`src/rtl/zxbus_port_decoder.sv`:
```
// ZX bus front end for the card's control ports #81AB/#82AB/#83AB.
// Synchronises raw bus cycles and issues one write strobe or one read drive per ZX cycle.
module zxbus_port_decoder #(
    parameter int          SYNC_STAGES = 2,
    parameter int          STB_LEN     = 2,
    parameter logic [7:0]  LO_BYTE     = 8'hAB
) (
    input  logic        fclk,
    input  logic        rst_n,
    input  logic [15:0] za,
    input  logic [7:0]  zd_in,
    input  logic        ziorq_n,
    input  logic        zrd_n,
    input  logic        zwr_n,
    input  logic        zm1_n,
    output logic [7:0]  zd_out,
    output logic        zd_ena,
    output logic        iorqge,
    output logic [1:0]  port_addr,
    output logic [7:0]  port_wrdata,
    output logic        port_wrena,
    output logic        port_wrstb_n,
    input  logic [7:0]  port_rddata
);

    localparam int CW = (STB_LEN > 1) ? $clog2(STB_LEN) : 1;

    typedef enum logic [2:0] {
        IDLE  = 3'd0,
        WSTB  = 3'd1,
        WHOLD = 3'd2,
        WEND  = 3'd3,
        RD    = 3'd4
    } state_t;

    logic [3:0] w_raw;
    logic [3:0] w_sync;
    logic       w_iorq_n;
    logic       w_rd_n;
    logic       w_wr_n;
    logic       w_m1_n;

    assign w_raw = {zm1_n, zwr_n, zrd_n, ziorq_n};

    genvar gi;
    generate
        for (gi = 0; gi < 4; gi++) begin : g_sync
            logic [SYNC_STAGES-1:0] r_chain;
            always_ff @(posedge fclk or negedge rst_n) begin
                if (!rst_n) begin
                    r_chain <= '1;
                end else begin
                    r_chain <= {r_chain[SYNC_STAGES-2:0], w_raw[gi]};
                end
            end
            assign w_sync[gi] = r_chain[SYNC_STAGES-1];
        end
    endgenerate

    assign w_iorq_n = w_sync[0];
    assign w_rd_n   = w_sync[1];
    assign w_wr_n   = w_sync[2];
    assign w_m1_n   = w_sync[3];

    // Synchronisers come out of reset at 1, which would fake a fresh cycle if the
    // bus is already mid-cycle; r_armed waits for a real inactive iorq seen after reset.
    logic [SYNC_STAGES-1:0] r_valid;
    logic                   w_settled;

    always_ff @(posedge fclk or negedge rst_n) begin
        if (!rst_n) begin
            r_valid <= '0;
        end else begin
            r_valid <= {r_valid[SYNC_STAGES-2:0], 1'b1};
        end
    end
    assign w_settled = r_valid[SYNC_STAGES-1];

    logic w_addr_hit;
    logic w_hit;

    assign w_addr_hit = (za[7:0] == LO_BYTE) &&
                        ((za[15:8] == 8'h81) || (za[15:8] == 8'h82) || (za[15:8] == 8'h83));
    assign w_hit      = w_addr_hit && w_m1_n;
    assign iorqge     = !ziorq_n && zm1_n && w_addr_hit;

    state_t      r_state,        w_state_next;
    logic [CW-1:0] r_cnt,        w_cnt_next;
    logic [7:0]  r_zd_out,       w_zd_out_next;
    logic        r_zd_ena,       w_zd_ena_next;
    logic [1:0]  r_port_addr,    w_port_addr_next;
    logic [7:0]  r_port_wrdata,  w_port_wrdata_next;
    logic        r_port_wrena,   w_port_wrena_next;
    logic        r_port_wrstb_n, w_port_wrstb_n_next;
    logic        r_armed,        w_armed_next;

    always_ff @(posedge fclk or negedge rst_n) begin
        if (!rst_n) begin
            r_state        <= IDLE;
            r_cnt          <= '0;
            r_zd_out       <= 8'h00;
            r_zd_ena       <= 1'b0;
            r_port_addr    <= 2'b00;
            r_port_wrdata  <= 8'h00;
            r_port_wrena   <= 1'b0;
            r_port_wrstb_n <= 1'b1;
            r_armed        <= 1'b0;
        end else begin
            r_state        <= w_state_next;
            r_cnt          <= w_cnt_next;
            r_zd_out       <= w_zd_out_next;
            r_zd_ena       <= w_zd_ena_next;
            r_port_addr    <= w_port_addr_next;
            r_port_wrdata  <= w_port_wrdata_next;
            r_port_wrena   <= w_port_wrena_next;
            r_port_wrstb_n <= w_port_wrstb_n_next;
            r_armed        <= w_armed_next;
        end
    end

    always_comb begin
        w_state_next        = r_state;
        w_cnt_next          = r_cnt;
        w_zd_out_next       = r_zd_out;
        w_zd_ena_next       = r_zd_ena;
        w_port_addr_next    = r_port_addr;
        w_port_wrdata_next  = r_port_wrdata;
        w_port_wrena_next   = r_port_wrena;
        w_port_wrstb_n_next = r_port_wrstb_n;
        w_armed_next        = r_armed;

        case (r_state)
            IDLE: begin
                if (w_settled && w_iorq_n) begin
                    w_armed_next = 1'b1;
                end
                if (r_armed && !w_iorq_n && w_hit) begin
                    if (!w_wr_n && w_rd_n) begin
                        w_port_addr_next    = za[9:8];
                        w_port_wrdata_next  = zd_in;
                        w_port_wrena_next   = 1'b1;
                        w_port_wrstb_n_next = 1'b0;
                        w_cnt_next          = '0;
                        w_state_next        = WSTB;
                    end else if (!w_rd_n && w_wr_n) begin
                        w_port_addr_next = za[9:8];
                        w_zd_ena_next    = 1'b1;
                        w_state_next     = RD;
                    end
                end
            end
            WSTB: begin
                if (r_cnt == CW'(STB_LEN - 1)) begin
                    w_port_wrstb_n_next = 1'b1;
                    w_state_next        = WHOLD;
                end else begin
                    w_cnt_next = r_cnt + 1'b1;
                end
            end
            WHOLD: begin
                w_port_wrena_next = 1'b0;
                w_state_next      = WEND;
            end
            WEND: begin
                if (w_iorq_n || w_wr_n) begin
                    w_state_next = IDLE;
                end
            end
            RD: begin
                w_zd_out_next = port_rddata;
                if (w_iorq_n || w_rd_n) begin
                    w_zd_ena_next = 1'b0;
                    w_state_next  = IDLE;
                end
            end
            default: begin
                w_state_next = IDLE;
            end
        endcase
    end

    assign zd_out       = r_zd_out;
    assign zd_ena       = r_zd_ena;
    assign port_addr    = r_port_addr;
    assign port_wrdata  = r_port_wrdata;
    assign port_wrena   = r_port_wrena;
    assign port_wrstb_n = r_port_wrstb_n;

endmodule

```
`config.mk`:
```
export PLATFORM = sky130hd
export DESIGN_NAME = zxbus_port_decoder
export DESIGN_NICKNAME = d
export VERILOG_FILES = /design/src/rtl/zxbus_port_decoder.sv
export SDC_FILE = /design/constraint.sdc
export NUM_CORES = 1
export LEC_CHECK = 0
export ABC_CLOCK_PERIOD_IN_PS = 2380
export BUFFER_PORTS_ARGS = -buffer_cell sky130_fd_sc_hd__buf_2
export CAP_MARGIN = 20
export CORE_MARGIN = 4
export CORE_UTILIZATION = 46
export CTS_CLUSTER_SIZE = 24
export DETAILED_ROUTE_END_ITERATION = 8
export PLACE_DENSITY_LB_ADDON = 0.12
export SYNTH_ARGS = -nofsm -noshare
export SYNTH_HDL_FRONTEND = slang
export SYNTH_SLANG_ARGS = --single-unit
```
`constraint.sdc`:
```
create_clock -name fclk -period 2.38 [get_ports fclk]
set_input_delay 0.476 -clock fclk [delete_from_list [all_inputs] [get_ports fclk]]
set_output_delay 0.476 -clock fclk [all_outputs]
set_load 0.02 [all_outputs]
```
==> reports/summary.txt <==
Post-Route WL: 2600 um
CTS clk-pin slew, worst paths: 0.11 ns
sequential share of power: 0.618
antenna diode count: 0
Worst Reg-to-Reg Cells: 4
largest area contributor in the netlist: dfrtp_1
fraction of layout cells with a size suffix above 1: 0.558
chip height: 63.9 um
WP buf/inv: 2
post-synthesis async set-or-reset flop share: 1.00
period utilization: 0.938
Placer Congestion: 0.701
max frequency: 448 MHz
internal cell power: 0.801 mW
fillcell total: 263
hold crit path type: primary input to async pin
skew final: 0.0150 ns
clock sink count: 36
hpwl dp: 2040 um
Critical Path Fanout Max: 2
sequential cell area fraction in the yosys report: 0.634
final-report hold violation count: 0
Synth area leaders: dfrtp_1, dfstp_2, mux2_2
# nets final: 204
Crit-path slowest cell: or4b_1
most common cell after layout, fill and taps aside: buf_2
clock buffer depth: 2
P_sw: 0.249 mW
largest family of logic cells by synthesized area: multiplexers
cts repair resizes: 0
Post-synth EDFFs: 0
Max-slew headroom: 0.507
critical path cell sequence: buf_2 > or4b_1 > nor4_4 > and3b_1 > buf_2
DRT antenna net count: 0
Die X: 63.9 um
CORE AREA: 3030 um2
critical path class: primary input to primary output
WP data required: 1.90 ns
setup ws final: 0.148 ns
Mapped Area: 1440 um2
Clock Latency Late Sink: 0.33 ns
drt pass-1 iters: 2
Slew Limit Fails: 0
Clock Power Share: 0.286
delay-heaviest family, CP: simple AND/OR/NAND/NOR gates
CTS tree: built
simple logic cell fraction of the synthesized area: 0.112
mux contribution to synthesized area: 0.149
Main synth FF type: dfrtp_1
switching part of the total power: 0.237
Area Growth Syn to Fin: 28.1%
Syn Area/Cell: 14.5 um2
adder-cell share of the synthesized area: 0.0174
via count: 1,000
Synth top area share: 0.470
crit end category: primary output
initial drt markers: 36
max incr delay on CP: 0.56 ns
combinational group share of total power: 0.095
pwr/cell area: 570 nW/um2
port bufs: 59
Net Count, Synth: 139
largest net degree at the start of global routing: 37
Yosys warning count: 0
Post-CTS Hold Buffers: 0
Arr. time, crit path: 1.76 ns
Via-to-Cell Ratio: 4.78
Worst-Margin Slew: 0.739 ns
initial antenna violation count: 0
Max Cap Viol: 0
post-synthesis compound-gate area fraction: 0.0696
total track usage: 0.144
DRC Markers: 0
WP depth: 5
post-synthesis cell type count: 33
GR Overflow Total: 0
cells after synthesis: 99
kind of start point of the critical path: primary input
Setup Viol. Count Final: 0
status: completed
cell repeated most along the worst path: buf_2
TritonCTS Buffers: 5
TNS Setup: 0 ns
DR WL/cell: 12.4 um
H-tree depth: 2
# rows: 20
pre-CTS worst setup slack: 0.123 ns
commonest cells after routing, fill and taps aside: buf_2, dfrtp_1, mux2_2
Tmin final: 2.23 ns
peak supply drop: 0.340 mV
Starting Density: 0.475
Seq cells post-synth: 36
root buffer cell: clkbuf_4
Synth Area in XOR/XNOR: 0
first-pass GRT wire length: 4690 um
Die Footprint: 4090 um2
power after layout: 1.05 mW
RSZ-0062 raised after global routing: no
post-CTS setup buffer count: 0
number of global-route vias before repair: 1,093
num ports: 60
LEAKAGE: 0.942 nW
## cell usage after synthesis (2+ instances only)
cell type	n
inv_1	3
ha_1	2
a21oi_1	3
o31ai_1	2
and3b_1	2
dfrtp_1	27
nand2_1	3
nor2_1	3
dfstp_2	9
mux2_2	12
a311oi_1	2
clkbuf_1	3
mux2_1	7
or4b_1	2
## layer usage
metal,part of all wire,GRT usage,vias to the layer above
met3,0.085,0.0510,2
met4,0.0031,0.0404,0
met1,0.40,0.172,474
li1,-,-,490
met2,0.52,0.245,34
met5,0,0,-
## layout make-up
cell class / count / area, um2 / area share
timing repair buffer: 61 / 310 / 0.168
tap: 44 / 55.1 / 0.0299
clock buffer: 7 / 45.0 / 0.0244
multi-input combinational: 57 / 504 / 0.274
sequential: 36 / 912 / 0.495
inverter: 3 / 11.3 / 0.00611
clock inverter: 1 / 5.00 / 0.00272
## worst register-to-register path, stage by stage (launching register included)
cell and delay (ns):
dfrtp_1 0.48, nor3_1 0.40, and2_1 0.28, nand3_4 0.16, mux2_1 0.36
## flip-flops by register name (all words and copies together), names as in the netlist
| signal | flops |
|---|---|
| port_wrdata | 8 |
| port_addr | 2 |
| zd_out | 8 |
| r_state | 3 |
| r_armed | 1 |
| zd_ena | 1 |
| r_valid | 2 |
| r_cnt | 1 |
| port_wrstb_n | 1 |
| g_sync.r_chain | 8 |
| port_wrena | 1 |
## kinds of logic (layout without fill, tap and decap cells)
| family | after synthesis | in the layout |
|---|---|---|
| fa+ha+maj | 2 | 2 |
| mux | 19 | 19 |
| compound gates | 14 | 14 |
| simple gates | 21 | 21 |
| flops | 36 | 36 |
| other cells | 1 | 1 |
| buf+inv | 6 | 72 |
## per-stage QoR
step                instances   util  hold WS [ns]  instance area (um2)
global placement          201  0.592         0.333                 1790
global route              209  0.609         0.202                 1840
detailed placement        201  0.592         0.347                 1790
floorplan                  99      -         0.180                 1440
finish                    209  0.609         0.197                 1840
CTS                       209  0.609         0.209                 1840
## path summary, 6_finish.rpt
path,from,endpoint,slack [ns]
worst min register to register,r_valid[0],r_valid[1],0.35
min in group fclk,zm1_n,g_sync[3].r_chain[0],0.23
max in group asynchronous,rst_n,zd_out[1],1.71
worst max register to register,r_state[1],port_wrdata[4],0.60
worst min-delay path,rst_n,port_wrdata[3],0.20
worst max-delay path,za[6],iorqge,0.15
## power by group through the flow
stage	Combinational [mW]	Sequential, mW	Clock (mW)
2_1_floorplan	0.0260	0.677	0
3_3_place_gp	0.100	0.659	0
3_5_place_dp	0.103	0.661	0
4_1_cts	0.103	0.650	0.316
5_1_grt	0.112	0.653	0.345
6_report	0.100	0.649	0.301
Note: power is estimated with default switching activity, not from simulation.
